==> config.mk <==
export PLATFORM = sky130hd
export DESIGN_NAME = seg_scan_decoder_flat
export DESIGN_NICKNAME = d
export VERILOG_FILES = /design/src/rtl/seg_scan_decoder_if.sv /design/src/rtl/seg_scan_decoder.sv /design/src/flat_wrapper.sv
export SDC_FILE = /design/constraint.sdc
export NUM_CORES = 1
export LEC_CHECK = 0
export CELL_PAD_IN_SITES_DETAIL_PLACEMENT = 1
export CELL_PAD_IN_SITES_GLOBAL_PLACEMENT = 2
export CORE_ASPECT_RATIO = 1.25
export CORE_MARGIN = 2
export CORE_UTILIZATION = 32
export DETAILED_ROUTE_END_ITERATION = 12
export PLACE_DENSITY = 0.7
export SLEW_MARGIN = 0
export SYNTH_ARGS = -nofsm -noshare
export SYNTH_HDL_FRONTEND = slang
export SYNTH_SLANG_ARGS = --single-unit
==> constraint.sdc <==
create_clock -name clk -period 3.3 [get_ports clk]
set_input_delay 0.33 -clock clk [delete_from_list [all_inputs] [get_ports clk]]
set_output_delay 0.33 -clock clk [all_outputs]
set_load 0.005 [all_outputs]
==> src/rtl/seg_scan_decoder_if.sv <==
// seg_scan_decoder_if: multiplexed active-low seven-segment display bus
interface seg_scan_decoder_if #(parameter int NDIG = 4);
    logic [0:6]      seg_n;
    logic [NDIG-1:0] an_n;
    modport master (output seg_n, an_n);
    modport slave  (input  seg_n, an_n);
endinterface

==> src/rtl/seg_scan_decoder.sv <==
// seg_scan_decoder: samples a scanned seven-segment bus and rebuilds per-digit hex nibbles
module seg_scan_decoder #(
    parameter int NDIG   = 4,
    parameter int STABLE = 4
) (
    input  logic                  clk,
    input  logic                  rst_n,
    seg_scan_decoder_if.slave     bus,
    input  logic                  clr,
    output logic [4*NDIG-1:0]     digits,
    output logic [NDIG-1:0]       dig_valid,
    output logic                  upd,
    output logic [2:0]            upd_idx,
    output logic                  bad_pat
);
    typedef enum logic [1:0] {IDLE, SETTLE, LOCKED} state_t;
    state_t          state_q, state_d;
    logic [0:6]      seg1_q, seg2_q, pseg_q;
    logic [NDIG-1:0] an1_q, an2_q, pan_q;
    logic [7:0]      cnt_q, cnt_d;
    logic [4*NDIG-1:0] digits_q, digits_d;
    logic [NDIG-1:0] valid_q, valid_d;
    logic            upd_q, upd_d, bad_q, bad_d;
    logic [2:0]      idx_q, idx_d, sel_idx;
    logic            sel_ok, same, commit;
    logic [4:0]      dec;

    function automatic logic [4:0] decode(input logic [0:6] s);
        case (s)
            7'h01: decode = 5'h10; 7'h4F: decode = 5'h11; 7'h12: decode = 5'h12; 7'h06: decode = 5'h13;
            7'h4C: decode = 5'h14; 7'h24: decode = 5'h15; 7'h20: decode = 5'h16; 7'h0F: decode = 5'h17;
            7'h00: decode = 5'h18; 7'h04: decode = 5'h19; 7'h08: decode = 5'h1A; 7'h60: decode = 5'h1B;
            7'h31: decode = 5'h1C; 7'h42: decode = 5'h1D; 7'h30: decode = 5'h1E; 7'h38: decode = 5'h1F;
            default: decode = 5'h00;
        endcase
    endfunction

    assign sel_ok = $onehot(~an2_q);
    assign same   = {seg2_q, an2_q} == {pseg_q, pan_q};
    assign dec    = decode(seg2_q);

    always_comb begin
        sel_idx = '0;
        for (int i = 0; i < NDIG; i++) if (!an2_q[i]) sel_idx = 3'(i);
    end

    always_comb begin
        state_d = state_q;
        cnt_d   = cnt_q;
        commit  = 1'b0;
        case (state_q)
            IDLE: begin
                state_d = sel_ok ? SETTLE : IDLE;
                cnt_d   = sel_ok ? 8'd1 : 8'd0;
            end
            SETTLE: begin
                cnt_d   = !sel_ok ? 8'd0 : !same ? 8'd1 : (cnt_q == 8'hFF) ? cnt_q : cnt_q + 8'd1;
                commit  = sel_ok && cnt_d == 8'(STABLE);
                state_d = !sel_ok ? IDLE : commit ? LOCKED : SETTLE;
            end
            LOCKED: begin
                state_d = same ? LOCKED : sel_ok ? SETTLE : IDLE;
                cnt_d   = same ? cnt_q : sel_ok ? 8'd1 : 8'd0;
            end
            default: begin
                state_d = IDLE;
                cnt_d   = 8'd0;
            end
        endcase
    end

    // a commit landing with clr is applied after the clear so its flag survives
    always_comb begin
        upd_d    = commit & dec[4];
        bad_d    = (bad_q & ~clr) | (commit & ~dec[4]);
        idx_d    = upd_d ? sel_idx : idx_q;
        valid_d  = clr ? '0 : valid_q;
        digits_d = digits_q;
        for (int i = 0; i < NDIG; i++) begin
            if (upd_d && sel_idx == 3'(i)) begin
                digits_d[4*i +: 4] = dec[3:0];
                valid_d[i]         = 1'b1;
            end
        end
    end

    always_ff @(posedge clk or negedge rst_n) begin
        if (!rst_n) begin
            seg1_q   <= '1;
            seg2_q   <= '1;
            pseg_q   <= '1;
            an1_q    <= '1;
            an2_q    <= '1;
            pan_q    <= '1;
            state_q  <= IDLE;
            cnt_q    <= '0;
            digits_q <= '0;
            valid_q  <= '0;
            upd_q    <= 1'b0;
            idx_q    <= '0;
            bad_q    <= 1'b0;
        end else begin
            seg1_q   <= bus.seg_n;
            seg2_q   <= seg1_q;
            pseg_q   <= seg2_q;
            an1_q    <= bus.an_n;
            an2_q    <= an1_q;
            pan_q    <= an2_q;
            state_q  <= state_d;
            cnt_q    <= cnt_d;
            digits_q <= digits_d;
            valid_q  <= valid_d;
            upd_q    <= upd_d;
            idx_q    <= idx_d;
            bad_q    <= bad_d;
        end
    end

    assign digits    = digits_q;
    assign dig_valid = valid_q;
    assign upd       = upd_q;
    assign upd_idx   = idx_q;
    assign bad_pat   = bad_q;
endmodule

==> src/flat_wrapper.sv <==
// flat-port wrapper written by rule: the top's interface ports become plain ports
module seg_scan_decoder_flat 
#(
    parameter int NDIG   = 4,
    parameter int STABLE = 4
)
  (clk, rst_n, clr, digits, dig_valid, upd, upd_idx, bad_pat, bus_seg_n, bus_an_n);
  seg_scan_decoder_if #(.NDIG(NDIG)) bus_i ();
  input  logic clk;
  input  logic rst_n;
  input  logic clr;
  output logic [4*NDIG-1:0] digits;
  output logic [NDIG-1:0] dig_valid;
  output logic upd;
  output logic [2:0] upd_idx;
  output logic bad_pat;
  input wire logic [$bits(bus_i.seg_n)-1:0] bus_seg_n;
  input wire logic [$bits(bus_i.an_n)-1:0] bus_an_n;
  assign bus_i.seg_n = bus_seg_n;
  assign bus_i.an_n = bus_an_n;
  seg_scan_decoder #(.NDIG(NDIG), .STABLE(STABLE)) u_core (.clk(clk), .rst_n(rst_n), .bus(bus_i), .clr(clr), .digits(digits), .dig_valid(dig_valid), .upd(upd), .upd_idx(upd_idx), .bad_pat(bad_pat));
endmodule
; Word level (Yosys, flattened, before mapping)
; Index checks and enable logic that the tools add are counted.
[classes]
n_addsub = 4
bitwise = 7
mux = 21
reduce_logical = 12
n_eq_ne = 25
[op_table]
columns = cell, n
row1 = one-hot mux 5 bit (16 select lines), 1
row2 = "equality test 7 x 6 -> 1 bit, second input constant", 5
row3 = 2-to-1 mux 8 bit, 4
row4 = "equality test 7 bit, second input constant", 4
row5 = one-hot mux 8 bit (3 select lines), 1
row6 = "equality test 7 x 3 -> 1 bit, second input constant", 2
row7 = "equality test 7 x 4 -> 1 bit, second input constant", 2
row8 = equality test 11 bit, 1
row9 = 2-to-1 mux 2 bit, 5
row10 = "adder 8 x 1 -> 8 bit, second input constant", 1
row11 = "equality test 8 x 3 -> 1 bit, second input constant", 1
row12 = "equality test 8 bit, second input constant", 1
row13 = 2-to-1 mux 1 bit, 8
row14 = nonzero test 2 bit, 4
row15 = "equality test 7 x 1 -> 1 bit, second input constant", 1
row16 = "equality test 7 x 5 -> 1 bit, second input constant", 1
row17 = logical NOT 7 bit, 1
row18 = "equality test 2 bit, second input constant", 3
row19 = one-hot mux 2 bit (3 select lines), 1
row20 = logical AND 1 bit, 5
row21 = adder 1 x 1 -> 2 bit, 2
row22 = "equality test 2 x 1 -> 1 bit, second input constant", 2
row23 = 2-to-1 mux 4 bit, 1
row24 = NOT 4 bit, 1
row25 = other kinds (8), 11
[word_totals]
regBits = 68
out_inout_bits = 25
wordCells = 88

; Longest topological paths before layout
; Gate-level depths: netlist of run 1.
[depth]
depth_word = 11
ltp_mapped = 10
ltp_nobuf = 10

; Least setup slack after synthesis of run 1
; Ideal clock, no wire load.
[synth_path]
path_kind = register to register
startpoint = register u_core.an2_q[2]
endpoint = register u_core.digits_q[0], in the netlist u_core.digits[0]
slack_ns = -0.305
arrival_time_ns = 3.480
synth_period_minus_slack_ns = 3.605
setup_time_ns = 0.125
n_path_buf = 0
stages_incl_launch_ff = 11
cell_sequence = dfstp_2 -> inv_1 -> ha_1 -> ha_1 -> fa_1 -> or3b_2 -> nor3b_2 -> nand4_1 -> a2111oi_4 -> nand3_1 -> mux2_2
[synth_between]
elab_chain_len = 10
[synth_rtl]
columns = item, line_no
row1 = from (decl), seg_scan_decoder.sv:19  ; logic [NDIG-1:0] an1_q, an2_q, pan_q;
row2 = from (signal assigned), seg_scan_decoder.sv:107  ; an2_q <= an1_q;
row3 = NOT 4 bit, seg_scan_decoder.sv:38  ; assign sel_ok = $onehot(~an2_q);
row4 = adder 1 x 1 -> 2 bit (implied by the code), seg_scan_decoder.sv:38
row5 = adder 3 bit (implied by the code), seg_scan_decoder.sv:38
row6 = equality test 3 x 1 -> 1 bit, seg_scan_decoder.sv:38
row7 = 2-to-1 mux 8 bit, seg_scan_decoder.sv:57  ; cnt_d = !sel_ok ? 8'd0 : !same ? 8'd1 : (cnt_q == 8'hFF) ? cnt_q : cnt_q + 8'd1;
row8 = equality test 8 x 3 -> 1 bit, seg_scan_decoder.sv:58  ; commit = sel_ok && cnt_d == 8'(STABLE);
row9 = logical AND 1 bit *, seg_scan_decoder.sv:58
row10 = 2-to-1 mux 1 bit *, seg_scan_decoder.sv:51  ; case (state_q)
row11 = AND 1 bit *, seg_scan_decoder.sv:74  ; upd_d = commit & dec[4];
row12 = net u_core.upd_d, seg_scan_decoder.sv:23  ; logic upd_q, upd_d, bad_q, bad_d;
row13 = logical AND 1 bit *, seg_scan_decoder.sv:80  ; if (upd_d && sel_idx == 3'(i)) begin
row14 = to (signal assigned), seg_scan_decoder.sv:111  ; digits_q <= digits_d;
row15 = to (decl), seg_scan_decoder.sv:21  ; logic [4*NDIG-1:0] digits_q, digits_d;
; The timed path passes the listed nets; every way through them passes the cells marked *.
; A chain may end at the register's enable or synchronous reset.

; Final worst setup path of run 1
[layout_path]
startpoint = register u_core.an2_q[2]
endpoint = register u_core.digits_q[10], in the netlist u_core.digits[10]
; The elaborated chain is that of the path after synthesis.

==> reports/metrics.cfg, run 1 <==
[critical_path]
cp-start-kind=register
reg2reg_to=u_core.digits[10]
critPathKind=reg2reg
required_ps=3520
worst-r2r-cell-count=12
crit_fanout=5
regToRegSetupSlack_ps=70
crit_arrival_ps=3450
end_kind=register
regToRegStartpoint=u_core.an2_q[2]

[grt]
grt_pass1_wl_um=11960
overflow=0
grt_max_degree=68
antenna_found_initial=0
grtUsageTotal_pct=14.76
grt_pass1_vias=2266

[sta]
tightest_slew_ps=829.8
rsz0062_at_grt=yes
hold_violations=0
fmax_mhz=309.5
fin_crit_sh_pct=97.92
relSlewSlack_pct=44.68
final.min_clock_period_ps=3231
fin_ws_ps=68.67
finalHoldWorstSlack_ps=187.8
fin_setup_tns_ps=0
maxSlewViolCount=0
finalClockSkew_ps=6.901
setup_viol=0

[cells_and_area]
layout-drive-gt1-share_pct=31.25
n_fill_cell=1027
nNetsFinal=336
regArea_um2=1718
multi_input_area_um2=1356
area_growth_pct=29.75
diodes=0
stdcell_area_um2=4093

[clocking]
cts_buffer_depth=2
cts.clk_slew.worst_paths_ps=50
cts_tree=yes
root_buffer=clkbuf_16
insertion_delay_ps=330
numCtsBuffers=9
cts_sinks=67
htree_levels=3

[route]
wirelength_um=7175
dr.pass1.iters=4
drt_iter0_drc=105
drc=0
wl_per_cell_um=16.09
viasPerCell=5.036
vias=2246
antenna_left=0

[power]
leakagePower_uw=0.001708
power_frac_clock_pct=49.5
combPwrFrac_pct=6.4
powerDensity_nw_per_um2=499.7
seqPwrFrac_pct=44.2
p_switching_uw=444.7
power.internal_uw=1600
ir_drop_mv=0.2513
switching_share_pct=21.75

[yosys]
syn_area_um2=3154
synth_compound_area_share_pct=14.04
synth_commonest_cells=dfrtp_1 (34), dfstp_2 (33), mux2_2 (17), inv_1 (15), nand2_1 (14)
synth_top_flop_cell=dfrtp_1
postSynthAreaPerCell_um2=11.64
synth_top_family_by_area=compound AO/OA/AOI/OAI gates
synth_xor_area_share_pct=4.165
yosysMostFrequentCell=dfrtp_1
yosysTopAreaCell=dfstp_2
ys_types=59
yosys.area.top_type_share_pct=27.49
synthCells=271
synthSimpleGateAreaFrac_pct=11.90
synth_nets=292
ys_seq_elements=67
async_flop_share_pct=100.0
synthTopCellsByArea=dfstp_2 (27%), dfrtp_1 (27%), mux2_2 (6.1%)
ys_seq_area_share_pct=54.46
ys_warn_count=0
synth_adder_area_share_pct=3.015
synth_mux_area_share_pct=6.704
synth_edf_count=0

[die]
io_pins=39
fp.coreArea_um2=9609
dieWidth_um=92.80
rows=40
fp.dieArea_um2=10670
chipHeight_um=115
initial_core_util_pct=32.83

[job]
maxCapViolCount=0

[place]
dp_hpwl_um=5058
place.gp.congestion=0.7579
pre_cts_slack_ps=-11.48
placed_area_um2=3669
io_buffers=37

[worst_hold_path]
hold_path_class=in2async

[run_status]
outcome=finished, final reports clean

## power by group through the flow
| stage | sequential (uW) | clock, uW | combinational, uW |
|---|---|---|---|
| 5_1_grt | 909 | 1080 | 145 |
| 6_report | 903 | 1010 | 130 |
| 4_1_cts | 903 | 1050 | 127 |
| 2_1_floorplan | 893 | 0 | 89.7 |
| 3_3_place_gp | 915 | 0 | 122 |
| 3_5_place_dp | 916 | 0 | 126 |
## routing by layer
layer  part of all wire, %  vias up  global-route usage (%)
li1                      -     1056                       -
met1                    43     1130                   18.16
met2                    52       47                   24.30
met3                   3.5       13                   3.932
met4                   2.0        0                   6.765
met5                     0        -                       0
## placed cells by master, fill, tap and decap left out, drive strengths merged, types with 5 or more instances in the layout
| master | n |
|---|---|
| o22ai | 5 |
| nand3 | 10 |
| clkbuf | 13 |
| nand2 | 14 |
| buf | 15 |
| clkdlybuf4s50 | 36 |
| nor3 | 6 |
| xor2 | 12 |
| mux2 | 17 |
| a21oi | 8 |
| dfrtp | 34 |
| nor2 | 11 |
| inv | 15 |
| o21ai | 13 |
| ha | 6 |
| dfstp | 33 |
## cell families after synthesis
logic type	Yosys count
simple gates	68
other cells	1
compound gates	61
flops	67
buf+inv	33
fa+ha+maj	7
mux	19
xor+xnor	15
## flip-flops by register name, summed over array words and instances, names as in the netlist
signal	cells
u_core.state_q	2
u_core.seg2_q	7
u_core.upd_idx	2
u_core.dig_valid	4
u_core.cnt_q	8
u_core.seg1_q	7
u_core.bad_pat	1
u_core.digits	16
u_core.pseg_q	7
u_core.an2_q	4
u_core.upd	1
u_core.pan_q	4
u_core.an1_q	4
## worst max-delay path: stages, from the launching register on
cell and delay, ps:
dfstp_2 550, inv_4 40, ha_4 230, ha_4 150, fa_1 430, or3b_4 390, nor3b_2 210, nand4_1 180
a2111oi_4 240, buf_4 210, buf_8 140, nand2_4 70, mux2_2 270
## how the worst max path moves through the flow
stage                              to       startpoint  cells past startpoint
floorplan            u_core.digits[0]  u_core.an2_q[2]                     10
global placement    u_core.digits[13]  u_core.an2_q[0]                     11
detailed placement  u_core.digits[15]  u_core.an2_q[0]                     11
CTS                 u_core.digits[14]  u_core.an2_q[0]                     12
global route        u_core.digits[14]  u_core.an2_q[2]                     12
finish              u_core.digits[10]  u_core.an2_q[2]                     12
## stage by stage
step                power, uW  util (%)  cells
detailed placement       1041     38.18    423
global route             2133     42.59    446
floorplan               983.0         -    271
global placement         1037     38.18    423
CTS                      2077     42.01    442
finish                   2045     42.59    446
## repair_timing
item	CTS	global route
setup endpoints to repair	13	18
resized for setup	4	6
hold buffers	0	0
setup buffers	3	4
## area by class of cell
| type | count | share of cell area, % |
|---|---|---|
| Clock buffer | 13 | 6.879 |
| Multi-Input combinational cell | 171 | 33.14 |
| Sequential cell | 67 | 41.97 |
| Tap cell | 126 | 3.852 |
| Timing Repair Buffer | 51 | 11.68 |
| Inverter | 15 | 1.437 |
| Clock inverter | 3 | 1.039 |
No activity file was read; power rests on OpenSTA's default activity.
==> run 2: changes to the inputs <==
Settings changed: MAX_ROUTING_LAYER set to met4, SKIP_CTS_REPAIR_TIMING set to 1.
==> run 2 against run 1 <==
Against the previous run: the run now ends with setup timing left; clock skew grew 0.89 ps; final cell count is 0.22% lower; critical path depth stayed put; design area is 0.37% lower; clock-buffer cell count did not move; via count barely moved; global-route usage grew 0.34 points; non-clock buffer count fell by 1; combinational power barely moved; power down 0.13%; maximum frequency fell by 2.4%; highest routed layer unchanged.
==> reports/metrics.cfg, run 2 (synthesis gave the netlist of run 1 again) <==
[run_status]
outcome=finished, violations left  ; was finished, final reports clean
violations=setup timing

[power]
ir_drop_mv=0.2527  ; was 0.2513 mV
combPwrFrac_pct=6.3  ; was 6.4%
leakagePower_uw=0.001704  ; was 0.001708 uW
p_switching_uw=442.5  ; was 444.7 uW
power_frac_clock_pct=49.5  ; about the same
switching_share_pct=21.66  ; was 21.75%
seqPwrFrac_pct=44.2  ; about the same
power.internal_uw=1600  ; about the same
powerDensity_nw_per_um2=500.9  ; was 499.7 nW/um2

[critical_path]
regToRegSetupSlack_ps=-10  ; was 70 ps
end_kind=register  ; unchanged
required_ps=3520  ; about the same
cp_cell_sequence=inv_4 > ha_4 > ha_4 > fa_1 > or3b_4 > nor3b_2 > nand4_1 > a2111oi_4 > buf_4 > buf_8 > nand2_8 > mux2_4  ; was inv_4 > ha_4 > ha_4 > fa_1 > or3b_4 > nor3b_2 > nand4_1 > a2111oi_4 > buf_4 > buf_8 > nand2_4 > mux2_2
crit_fanout=5  ; unchanged
worst-r2r-cell-count=12  ; unchanged
reg2reg_to=u_core.digits[15]  ; was u_core.digits[10]
critical_path.max_stage_delay_ps=550  ; about the same
cp_top_family=simple AND/OR/NAND/NOR gates  ; unchanged
regToRegStartpoint=u_core.an2_q[2]  ; unchanged
cp_slowest_cell=dfstp_2  ; unchanged
critPathKind=reg2reg  ; unchanged
crit_arrival_ps=3530  ; was 3450 ps
cp_num_buf_inv=3  ; unchanged
cp-start-kind=register  ; unchanged
cp_common_cell=ha_4  ; unchanged

[grt]
grt_max_degree=68  ; unchanged
grt_pass1_vias=2255  ; was 2266
grtUsageTotal_pct=15.10  ; was 14.76%
antenna_found_initial=0  ; unchanged
overflow=0  ; unchanged
grt_pass1_wl_um=11840  ; was 11960 um

[worst_hold_path]
hold_path_class=in2async  ; unchanged

[clocking]
htree_levels=3  ; unchanged
root_buffer=clkbuf_16  ; unchanged
cts_buffer_depth=2  ; unchanged
cts_sinks=67  ; unchanged
cts.clk_slew.worst_paths_ps=50  ; about the same
numCtsBuffers=9  ; unchanged
cts_tree=yes  ; unchanged
insertion_delay_ps=330  ; about the same

[sta]
maxSlewViolCount=0  ; unchanged
finalClockSkew_ps=7.793  ; was 6.901 ps
tightest_slew_ps=833.4  ; was 829.8 ps
fin_ws_ps=-12.48  ; was 68.67 ps
setup_viol=2  ; was 0
fin_crit_sh_pct=100.4  ; was 97.92%
finalHoldWorstSlack_ps=184.0  ; was 187.8 ps
rsz0062_at_grt=yes  ; unchanged
fmax_mhz=301.9  ; was 309.5 MHz
final.min_clock_period_ps=3312  ; was 3231 ps
hold_violations=0  ; unchanged
relSlewSlack_pct=44.44  ; was 44.68%
fin_setup_tns_ps=-13.41  ; was 0 ps

[cells_and_area]
largest_register_ffs=16  ; unchanged
layout-drive-gt1-share_pct=31.03  ; was 31.25%
area_growth_pct=29.27  ; was 29.75%
post-route-util_pct=42.43  ; was 42.59%
diodes=0  ; unchanged
final_cells=445  ; was 446
layout_common_cells=clkdlybuf4s50_1 (36), dfrtp_1 (34), dfstp_2 (33)  ; unchanged
nNetsFinal=335  ; was 336
stdcell_area_um2=4078  ; was 4093 um2
layout_commonest_cell=clkdlybuf4s50_1  ; unchanged

[place]
placed_area_um2=3669  ; unchanged
place.gp.congestion=0.7678  ; was 0.7579
dp_cells=423  ; unchanged
io_buffers=37  ; unchanged
dp_hpwl_um=5058  ; unchanged

[die]
io_pins=39  ; unchanged
fp.coreArea_um2=9609  ; unchanged
dieWidth_um=92.80  ; unchanged
chipHeight_um=115  ; unchanged
initial_core_util_pct=32.83  ; unchanged
fp.dieArea_um2=10670  ; unchanged
rows=40  ; unchanged

[job]
maxCapViolCount=0  ; unchanged

[route]
vias=2244  ; was 2246
dr.pass1.iters=4  ; unchanged
drt_iter0_drc=104  ; was 105
wirelength_um=7165  ; was 7175 um
viasPerCell=5.043  ; was 5.036
antenna_left=0  ; unchanged
wl_per_cell_um=16.10  ; was 16.09 um
drc=0  ; unchanged

[run 2: changes by cell type in the layout (fill, tap and decap cells not counted)]
cell	change
nand3_2	+1
nand3_4	-1
buf_4	-1
[run 2: how the worst max path moves through the flow]
stage,start,endpoint,depth (start not counted)
2_1_floorplan,u_core.an2_q[2],u_core.digits[0],10
3_5_place_dp,u_core.an2_q[0],u_core.digits[15],11
4_1_cts,u_core.an2_q[0],u_core.digits[14],11
5_1_grt,u_core.an2_q[2],u_core.digits[6],11
3_3_place_gp,u_core.an2_q[0],u_core.digits[13],11
6_report,u_core.an2_q[2],u_core.digits[15],12
[run 2: routing by layer]
| metal | GRT usage [%] | wire (um) |
|---|---|---|
| met1 | 17.91 | 3099 |
| met2 | 24.20 | 3641 |
| met3 | 3.932 | 259 |
| met4 | 6.765 | 164 |
| met5 | - | 0 |
[run 2: area by class of cell]
type                       instances  area [um2]
clock buffer                      13       281.5
tap                              126       157.7
timing repair buffer              50       470.5
clock inverter                     3       42.54
sequential                        67        1718
fill                            1026        5532
inverter                          15       58.81
multi-input combinational        171        1349
[run 2: per-stage QoR]
step / power [uW] / worst slack [ps]
floorplan: 983.0 / -51.22
global placement: 1037 / 62.71
detailed placement: 1041 / -11.48
CTS: 2075 / -30.07
global route: 2133 / -163.2
finish: 2043 / -12.48
[run 2: worst reg2reg max path, cell delays in order, from the launching register on]
cell	delay, ps
dfstp_2	550
inv_4	40
ha_4	230
ha_4	150
fa_1	440
or3b_4	390
nor3b_2	190
nand4_1	190
a2111oi_4	320
buf_4	200
buf_8	140
nand2_8	60
mux2_4	300
[run 2: power groups by stage]
stage	Clock, uW	Sequential [uW]	Combinational [uW]
3_3_place_gp	0	915	122
2_1_floorplan	0	893	89.7
4_1_cts	1050	903	126
5_1_grt	1080	908	145
6_report	1010	903	129
3_5_place_dp	0	916	126
